`src/rtl/pixel_frame_writer_pkg.sv`:
```
// Shared definitions for the pixel frame writer: frame FSM states,
// pixel channel sizing, default frame geometry and a width helper.
package pixel_frame_writer_pkg;

  localparam int CHANNEL_W          = 8;
  localparam int NUM_CHANNELS       = 3;
  localparam int PIXEL_W            = CHANNEL_W * NUM_CHANNELS;

  localparam int DEFAULT_WIDTH      = 32;
  localparam int DEFAULT_HEIGHT     = 32;
  localparam int DEFAULT_ADDR_BITS  = 10;
  localparam int DEFAULT_FIFO_DEPTH = 4;

  typedef enum logic [1:0] {
    IDLE = 2'd0,
    RUN  = 2'd1,
    DONE = 2'd2
  } frameState_e;

  // Number of bits needed to index n items; never less than one bit.
  function automatic int bitsFor(input int n);
    return (n > 1) ? $clog2(n) : 1;
  endfunction

endpackage

```
`src/rtl/pixel_fifo.sv`:
```
// Small synchronous FIFO between the shader and the framebuffer port.
// The owner gates push_i with "not full" and pop_i with "not empty", so
// this block does not re-check occupancy. DEPTH must be a power of two
// so the read/write pointers wrap naturally.
module pixel_fifo
  import pixel_frame_writer_pkg::*;
#(
  parameter int DEPTH  = DEFAULT_FIFO_DEPTH,
  parameter int DATA_W = PIXEL_W
) (
  input  logic                   clock,
  input  logic                   reset,
  input  logic                   push_i,
  input  logic                   pop_i,
  input  logic [DATA_W-1:0]      wdata_i,
  output logic [DATA_W-1:0]      rdata_o,
  output logic [$clog2(DEPTH):0] count_o
);

  localparam int PTR_W = bitsFor(DEPTH);
  localparam int CNT_W = $clog2(DEPTH) + 1;

  logic [DATA_W-1:0] mem_q [DEPTH];
  logic [PTR_W-1:0]  wrPtr_q, wrPtr_d;
  logic [PTR_W-1:0]  rdPtr_q, rdPtr_d;
  logic [CNT_W-1:0]  count_q, count_d;

  // Storage array: only written on push; contents are meaningless until counted in.
  always_ff @(posedge clock) begin
    if (push_i) begin
      mem_q[wrPtr_q] <= wdata_i;
    end
  end

  // Pointer and occupancy update; push+pop together leaves the count unchanged.
  always_comb begin
    wrPtr_d = wrPtr_q;
    rdPtr_d = rdPtr_q;
    count_d = count_q;
    if (push_i) begin
      wrPtr_d = wrPtr_q + PTR_W'(1);
    end
    if (pop_i) begin
      rdPtr_d = rdPtr_q + PTR_W'(1);
    end
    case ({push_i, pop_i})
      2'b10:   count_d = count_q + CNT_W'(1);
      2'b01:   count_d = count_q - CNT_W'(1);
      default: count_d = count_q;
    endcase
  end

  // Pointer and count registers, cleared by reset so stale entries are discarded.
  always_ff @(posedge clock or posedge reset) begin
    if (reset) begin
      wrPtr_q <= '0;
      rdPtr_q <= '0;
      count_q <= '0;
    end else begin
      wrPtr_q <= wrPtr_d;
      rdPtr_q <= rdPtr_d;
      count_q <= count_d;
    end
  end

  assign rdata_o = mem_q[rdPtr_q];
  assign count_o = count_q;

endmodule

```
`src/rtl/pixel_frame_writer.sv`:
```
// Pixel frame writer: buffers shader pixels in a small FIFO and streams
// them to the framebuffer in raster order (address y*WIDTH+x) while a
// frame is running. Frame FSM, raster counters and the registered
// framebuffer port live here; buffering lives in pixel_fifo.
module pixel_frame_writer
  import pixel_frame_writer_pkg::*;
#(
  parameter int WIDTH      = DEFAULT_WIDTH,
  parameter int HEIGHT     = DEFAULT_HEIGHT,
  parameter int ADDR_BITS  = DEFAULT_ADDR_BITS,
  parameter int FIFO_DEPTH = DEFAULT_FIFO_DEPTH
) (
  input  logic                 clock,
  input  logic                 reset,
  input  logic                 in_wr_en,
  input  logic [CHANNEL_W-1:0] pixel [NUM_CHANNELS-1:0],
  output logic                 in_full,
  input  logic                 start,
  input  logic                 fb_ready,
  output logic                 fb_we,
  output logic [ADDR_BITS-1:0] fb_addr,
  output logic [PIXEL_W-1:0]   fb_data,
  output logic                 frame_done,
  output logic                 overflow
);

  localparam int XW    = bitsFor(WIDTH);
  localparam int YW    = bitsFor(HEIGHT);
  localparam int CNT_W = $clog2(FIFO_DEPTH) + 1;

  frameState_e          state_q, state_d;
  logic [XW-1:0]        pixX_q, pixX_d;
  logic [YW-1:0]        pixY_q, pixY_d;
  logic                 fbWe_q, fbWe_d;
  logic [ADDR_BITS-1:0] fbAddr_q, fbAddr_d;
  logic [PIXEL_W-1:0]   fbData_q, fbData_d;
  logic                 frameDone_q, frameDone_d;
  logic                 overflow_q, overflow_d;

  logic [CNT_W-1:0]     fifoCount;
  logic [PIXEL_W-1:0]   fifoRdata;
  logic [PIXEL_W-1:0]   packedPixel;
  logic                 fifoFull;
  logic                 pushEn;
  logic                 popEn;
  logic                 lastPixel;
  int                   linearAddr;

  assign packedPixel = {pixel[2], pixel[1], pixel[0]};

  // Full is decoded from the registered count, so a pop in the same cycle
  // cannot make room for a push that arrives while full.
  assign fifoFull  = (fifoCount == CNT_W'(FIFO_DEPTH));
  assign pushEn    = in_wr_en && !fifoFull;
  assign popEn     = (state_q == RUN) && (fifoCount != '0) && fb_ready;
  assign lastPixel = (pixX_q == XW'(WIDTH - 1)) && (pixY_q == YW'(HEIGHT - 1));

  pixel_fifo #(
    .DEPTH  (FIFO_DEPTH),
    .DATA_W (PIXEL_W)
  ) u_fifo (
    .clock   (clock),
    .reset   (reset),
    .push_i  (pushEn),
    .pop_i   (popEn),
    .wdata_i (packedPixel),
    .rdata_o (fifoRdata),
    .count_o (fifoCount)
  );

  // Frame FSM next state: start is only honoured outside RUN; RUN ends on the last pixel.
  always_comb begin
    state_d = state_q;
    case (state_q)
      IDLE:    if (start) state_d = RUN;
      RUN:     if (popEn && lastPixel) state_d = DONE;
      DONE:    if (start) state_d = RUN;
      default: state_d = IDLE;
    endcase
  end

  // Frame FSM state register.
  always_ff @(posedge clock or posedge reset) begin
    if (reset) begin
      state_q <= IDLE;
    end else begin
      state_q <= state_d;
    end
  end

  // Raster counters, framebuffer port and sticky overflow next-state logic.
  always_comb begin
    pixX_d      = pixX_q;
    pixY_d      = pixY_q;
    fbWe_d      = popEn;
    fbAddr_d    = fbAddr_q;
    fbData_d    = fbData_q;
    frameDone_d = popEn && lastPixel;
    overflow_d  = overflow_q || (in_wr_en && fifoFull);
    // Full-width product first, then narrow to the framebuffer address width.
    linearAddr  = int'(pixY_q) * WIDTH + int'(pixX_q);
    if (popEn) begin
      fbAddr_d = ADDR_BITS'(linearAddr);
      fbData_d = fifoRdata;
      if (pixX_q == XW'(WIDTH - 1)) begin
        pixX_d = '0;
        if (pixY_q == YW'(HEIGHT - 1)) begin
          pixY_d = '0;
        end else begin
          pixY_d = pixY_q + YW'(1);
        end
      end else begin
        pixX_d = pixX_q + XW'(1);
      end
    end
  end

  // Registered framebuffer outputs and raster position; reset drops any partial frame.
  always_ff @(posedge clock or posedge reset) begin
    if (reset) begin
      pixX_q      <= '0;
      pixY_q      <= '0;
      fbWe_q      <= 1'b0;
      fbAddr_q    <= '0;
      fbData_q    <= '0;
      frameDone_q <= 1'b0;
      overflow_q  <= 1'b0;
    end else begin
      pixX_q      <= pixX_d;
      pixY_q      <= pixY_d;
      fbWe_q      <= fbWe_d;
      fbAddr_q    <= fbAddr_d;
      fbData_q    <= fbData_d;
      frameDone_q <= frameDone_d;
      overflow_q  <= overflow_d;
    end
  end

  assign in_full    = fifoFull;
  assign fb_we      = fbWe_q;
  assign fb_addr    = fbAddr_q;
  assign fb_data    = fbData_q;
  assign frame_done = frameDone_q;
  assign overflow   = overflow_q;

endmodule

```
`config.mk`:
```
export PLATFORM = sky130hd
export DESIGN_NAME = pixel_frame_writer
export DESIGN_NICKNAME = d
export VERILOG_FILES = /design/src/rtl/pixel_frame_writer_pkg.sv /design/src/rtl/pixel_fifo.sv /design/src/rtl/pixel_frame_writer.sv
export SDC_FILE = /design/constraint.sdc
export NUM_CORES = 1
export LEC_CHECK = 0
export CAP_MARGIN = 10
export CORE_MARGIN = 10
export CORE_UTILIZATION = 25
export CTS_BUF_LIST = sky130_fd_sc_hd__clkbuf_4 sky130_fd_sc_hd__clkbuf_8 sky130_fd_sc_hd__clkbuf_16
export CTS_CLUSTER_DIAMETER = 40
export DETAILED_ROUTE_END_ITERATION = 10
export DONT_BUFFER_PORTS = 1
export PLACE_DENSITY = 0.35
export SLEW_MARGIN = 30
export SYNTH_ARGS = -nofsm -noshare
export SYNTH_HDL_FRONTEND = slang
export SYNTH_SLANG_ARGS = --single-unit
export TNS_END_PERCENT = 30
```
`constraint.sdc`:
```
create_clock -name clock -period 4.4 [get_ports clock]
set_input_delay 0.44 -clock clock [delete_from_list [all_inputs] [get_ports clock]]
set_output_delay 0.44 -clock clock [all_outputs]
set_load 0.02 [all_outputs]
```
== Word-level counts from Yosys, hierarchy flattened ==
Memories as Yosys holds them, arrays and structs flattened. A register that Yosys moved wholly into a read port is not among the register bits.
Cells that the tools add are included.

* Bits in registers: 32
* Memory bits (writable): 96
* Bits of input ports: 29
* Output and inout port bits: 38
* Word-level logic and storage cells: 49
* Memories kept: 1

* Add/sub/neg operators: 7
* Eq/ne operators: 9
* Multiplexer cells: 8
* Reductions and logical operators: 14

{| class="wikitable"
|+ Memories
! memory !! depth !! width !! rd ports !! clocked after memory_dff !! write ports !! RTL line !! text
|-
| u_fifo.mem_q || 4 || 24 || 1 || 1 || 1 || pixel_fifo.sv:23 || <nowiki>logic [DATA_W-1:0] mem_q [DEPTH];</nowiki>
|}

{| class="wikitable"
|+ Operators with widths
! operator !! count
|-
| $add 10x5->10 || 1
|-
| $add 5x1->5 const B || 2
|-
| $eq 5x5->1 const B || 2
|-
| $mux 5 || 2
|-
| $logic_and 1x1->1 || 6
|-
| $pmux 3 s2 || 1
|-
| $add 2x1->2 const B || 2
|-
| $eq 2x1->1 const B || 2
|-
| $eq 2x2->1 const B || 2
|-
| $mux 2 || 2
|-
| $pmux 2 s2 || 1
|-
| $reduce_and 2->1 || 2
|-
| $add 3x1->3 const B || 1
|-
| $eq 3x3->1 const B || 1
|-
| $reduce_bool 3->1 || 1
|-
| $sub 3x1->3 const B || 1
|-
| $logic_not 2->1 || 1
|-
| $mux 1 || 2
|-
| $ne 2x1->1 const B || 1
|-
| $ne 2x2->1 const B || 1
|-
| $reduce_bool 2->1 || 1
|-
| $reduce_or 2->1 || 1
|-
| $logic_not 1->1 || 1
|-
| $logic_or 1x1->1 || 1
|}

== Depth between registers and ports, before layout ==
* Depth in word-level cells: 6
* Gate-level depth with buffers: 11
* Gate-level depth less buffers: 9

== Modules after synthesis ==
From an unflattened synthesis, not the netlist that was laid out.

* Cell total of the unflattened synthesis: 292
* Area total of the unflattened synthesis: 6028.3 um^2

{| class="wikitable"
|+ Modules (own cells, without submodules)
! module !! instances !! cells an instance !! area an instance (um^2) !! seq. area each (um^2)
|-
| pixel_fifo || 1 || 158 || 3890.0 || 3057.9
|-
| pixel_frame_writer || 1 || 134 || 2138.3 || 1226.2
|}

== Least setup slack after synthesis ==
OpenSTA, ideal clock, no wires.

* Path type: register -> register
* Start point: register u_fifo.count_q[0], in the netlist u_fifo.count_o[0]
* End point: register u_fifo.count_q[2], in the netlist u_fifo.count_o[2]
* Setup time: 0.079 ns
* Data arrival time: 2.344 ns
* Required time: 4.321 ns
* Path slack: 1.977 ns
* Cell stages (with the launch flop): 10
* Buffers on the path: 0
* Period minus slack after synthesis: 2.423 ns
* Cell sequence: dfrtp_1 > nor3b_1 > nor2b_1 > inv_1 > ha_1 > inv_1 > fa_1 > xor2_1 > nor2_1 > xor2_1

* Cells in the longest elaborated chain, start to end: 5
* Elaborated cells between the ends (all ways): 12
* Classes of those cells: 2 x add/sub; 3 x eq/ne; 1 x mux; 6 x reduce/logical

{| class="wikitable"
|+ RTL lines
! what !! RTL line !! text
|-
| from (decl) || pixel_fifo.sv:26 || <nowiki>logic [CNT_W-1:0] count_q, count_d;</nowiki>
|-
| from (signal assigned) || pixel_fifo.sv:62 || <nowiki>count_q <= count_d;</nowiki>
|-
| $eq 3x3->1 (*) || pixel_frame_writer.sv:53 || <nowiki>assign fifoFull = (fifoCount == CNT_W'(FIFO_DEPTH));</nowiki>
|-
| net in_full || pixel_frame_writer.sv:17 || <nowiki>output logic in_full,</nowiki>
|-
| $logic_not 1->1 (*) || pixel_frame_writer.sv:54 || <nowiki>assign pushEn = in_wr_en && !fifoFull;</nowiki>
|-
| $logic_and 1x1->1 (*) || pixel_frame_writer.sv:54 ||
|-
| $eq 2x1->1 / $eq 2x2->1 (equally long branches) || pixel_fifo.sv:46 || <nowiki>case ({push_i, pop_i})</nowiki>
|-
| $pmux 3 s2 / $reduce_bool 2->1 (equally long branches) || n/a ||
|}

Mark *: on every way through the listed nets, which the timed path passes. The rest lies on a longest branch.
A chain may end at the register's enable or synchronous reset.

== Worst setup path after layout ==
* Start point: register u_fifo.count_q[0], in the netlist u_fifo.count_o[0]
* End point: register u_fifo.count_q[2], in the netlist u_fifo.count_o[2]

* Cells in the longest elaborated chain, start to end: 5
* Elaborated cells between the ends (all ways): 12
* Classes of those cells: 2 x add/sub; 3 x eq/ne; 1 x mux; 6 x reduce/logical

{| class="wikitable"
|+ RTL lines
! what !! RTL line
|-
| $eq 3x3->1 / $reduce_bool 3->1 (equally long branches) || pixel_frame_writer.sv:53, pixel_frame_writer.sv:55
|-
| $logic_not 1->1 / $logic_and 1x1->1 (equally long branches) || pixel_frame_writer.sv:54, pixel_frame_writer.sv:55
|-
| $logic_and 1x1->1, on equally long branches || pixel_frame_writer.sv:54, pixel_frame_writer.sv:55
|-
| $eq 2x1->1 / $eq 2x2->1 (equally long branches) || pixel_fifo.sv:46
|-
| $pmux 3 s2 / $reduce_bool 2->1 (equally long branches) || n/a
|}

Several ways; a longest one is shown, not always the timed one.

==> flow_summary.yaml <==
layout:
  final_cells: 638
  fin_util_pct: 29.2
  fin_nets: 345
  drive_gt1_share_pct: 30.1
  area_delta_synth_final_pct: 14.3
  antenna_cells: 0
critical_path:
  crit_path_max_incr_delay_ns: 0.45
  cp_top_family: "simple AND/OR/NAND/NOR gates"
  critPathKind: "reg2reg"
  r2r_slack_ns: 1.69
  crit_chain: "nor3_1 > buf_4 > or2_1 > inv_8 > ha_1 > inv_1 > fa_1 > xor2_1 > nor2_1 > xor2_1"
  worstPathRequired_ns: 4.75
  worst-path-buf-inv: 3
  path_max_fanout: 33
  critPathSlowestCell: "or2_1"
  r2r_start: "u_fifo.count_o[0]$_DFFE_PP0P_"
  critPathMostFrequentCell: "xor2_1"
  start_kind: "flip-flop"
  endpoint: "u_fifo.count_o[2]$_DFFE_PP0P_"
  reg2reg_to: "u_fifo.count_o[2]$_DFFE_PP0P_"
  rr_worst_depth: 10
  crit_cells: 10
  cp-startpoint: "u_fifo.count_o[0]$_DFFE_PP0P_"
  cp.arrival_ns: 3.06
  end_kind: "flip-flop"
clock_tree:
  htree_levels: 4
  hold_buffers: 0
  cts.path.max_buffers: 2
  clock-sinks: 152
  numCtsBuffers: 17
  post_cts_resized: 0
  clkLatencyLatePin_ns: 0.43
  clockRootBuffer: "clkbuf_16"
  cts_tree: "yes"
  cts_setup_buffers: 0
  clk_pin_slew_ns: 0.07
sta:
  fin_crit_ns: 2.71
  rsz0062_at_grt: "false"
  fin_crit_sh_pct: 61.6
  setup_viol: 0
  worstMarginPinSlew_ns: 0.772
  drv_slew: 0
  finalHoldViolations: 0
  tns_ns: 0
  holdWs_ns: 0.105
  skew_ns: 0.0111
  max_freq_mhz: 369
  max_slew_margin_pct: 48.5
  setup_slack_ns: 1.69
yosys:
  synth_edf_count: 96
  synth_seq_cells: 152
  synthTopCellsByArea: "edfxtp_1, dfrtp_1, mux2_4"
  synth_nets: 333
  synthFlopType: "edfxtp_1"
  ys_seq_area_share_pct: 71.0
  synth_area_um2: 6040
  synthCells: 294
  synth_top_cell_area_share_pct: 47.8
  synth_largest_area_cell: "edfxtp_1"
  ys_types: 39
  ys_async_sr_fraction_pct: 36.8
  syn_area_per_cell_um2: 20.5
  ys_warn_count: 0
routing:
  first_iter_violations: 166
  wl_per_cell_um: 19.5
  detail-route-antenna-nets: 0
  viasPerCell: 4.08
  drc: 0
  num_vias: 2605
  dr.pass1.iters: 4
  wirelength_um: 12400
flow_run:
  maxCapViolations: 0
die:
  fp.coreArea_um2: 23600
  die_h_um: 175
  start_util_pct: 25.6
  die-area_um2: 30800
  rows: 56
  die_x_um: 175
  io_pins: 67
grt:
  grt_overflow: 0
  grt_pass1_vias: 3013
  grt_pass1_wl_um: 19300
  antenna_found_initial: 0
  groute.usage.overall_pct: 8.59
  grt_max_degree: 57
placement:
  io_buffer_count: 0
  gp_congestion: 0.698
  dpl_worst_slack_ns: 1.68
  place_hpwl_um: 7480
  dp.cells: 606
min_path:
  hp-class: "in2reg"
power_and_ir_drop:
  power.density_nw_per_um2: 699
  switchingPower_uw: 1540
  p_seq_share_pct: 49.9
  peakVddDrop_uv: 231
  leakage_uw: 0.00257
  p_int_uw: 3280
  p_comb_share_pct: 21.9
  p_sw_share_pct: 31.9
  p_clk_share_pct: 28.2
status:
  status: "finished, final reports clean"
cell type report:
class / count / area (um^2)
clock inverters: 14 / 115
clock buffers: 18 / 433
fillers: 2351 / 16700
repair buffers: 4 / 30.0
well taps: 319 / 399
multi-input cells: 121 / 1590
inverters: 10 / 45.0
flip-flops and latches: 152 / 4290
cell families after synthesis:
family | synth area share, %
fa+ha+maj | 2.20
flops | 71.0
compound gates | 1.82
mux | 18.6
buf+inv | 2.82
simple gates | 2.76
xor+xnor | 0.871
cells in the final DEF, fill, tap and decap left out, drive strengths merged, types with 2 or more instances in the layout:
cell,count
clkbuf,18
inv,17
a21o,2
and2,4
mux2,39
nand2b,3
nor3b,3
xor2,3
o21ai,3
nor2,4
edfxtp,96
dfrtp,56
mux4,24
a31oi,2
nand4b,2
buf,4
and3,2
clkinvlp,4
o31ai,7
ha,9
clkinv,3
xnor2,3
per-stage QoR:
stage	instance area, um^2	total power, uW
after global routing	6900	5120
after CTS	6900	4940
after floorplan	6040	3260
final	6900	4820
after global placement	6350	3540
after detailed placement	6350	3560
state kept, by name, indices dropped and copies added (netlist names):
name and flops:
u_fifo.mem_q 96, fb_data 24, fb_addr 10, pixX_q 5
pixY_q 5, u_fifo.count_o 3, state_q 2, u_fifo.rdPtr_q 2
u_fifo.wrPtr_q 2, fb_we 1, frame_done 1, overflow 1
worst min-delay path by stage:
stage	start	end	slack (ns)	cells after the start
finish	pixel[0]	u_fifo.mem_q[2][0]$_DFFE_PP_	0.10	0
global route	pixel[14]	u_fifo.mem_q[2][14]$_DFFE_PP_	0.08	0
floorplan	u_fifo.count_o[2]$_DFFE_PP0P_	u_fifo.count_o[2]$_DFFE_PP0P_	0.46	1
detailed placement	u_fifo.count_o[2]$_DFFE_PP0P_	u_fifo.count_o[2]$_DFFE_PP0P_	0.48	1
global placement	u_fifo.count_o[2]$_DFFE_PP0P_	u_fifo.count_o[2]$_DFFE_PP0P_	0.47	1
CTS	pixel[0]	u_fifo.mem_q[3][0]$_DFFE_PP_	0.08	0
cells in the mapped netlist (all sizes together) (2+ instances only):
library cell / count
edfxtp: 96
dfrtp: 56
mux2: 39
mux4: 24
inv: 10
ha: 9
buf: 8
o31ai: 7
and2: 4
nor2: 4
clkbuf: 3
nand2b: 3
nor3b: 3
o21ai: 3
xnor2: 3
xor2: 3
a21o: 2
a31oi: 2
and3: 2
nand4b: 2
power groups by stage:
stage	clock, uW	sequential, uW	combinational, uW
global route	1470	2480	1170
global placement	0	2450	1090
floorplan	0	2280	979
CTS	1400	2440	1100
detailed placement	0	2460	1090
finish	1360	2410	1060
layer usage:
| metal | wire (um) | GRT usage, % | share of wire (%) |
|---|---|---|---|
| met1 | 5180 | 9.72 | 42 |
| met2 | 5910 | 13.3 | 48 |
| met3 | 1200 | 4.70 | 9.6 |
| met4 | 135 | 3.50 | 1.1 |
| met5 | 0 | 0 | 0 |
Power figures use the tool's default switching activity.
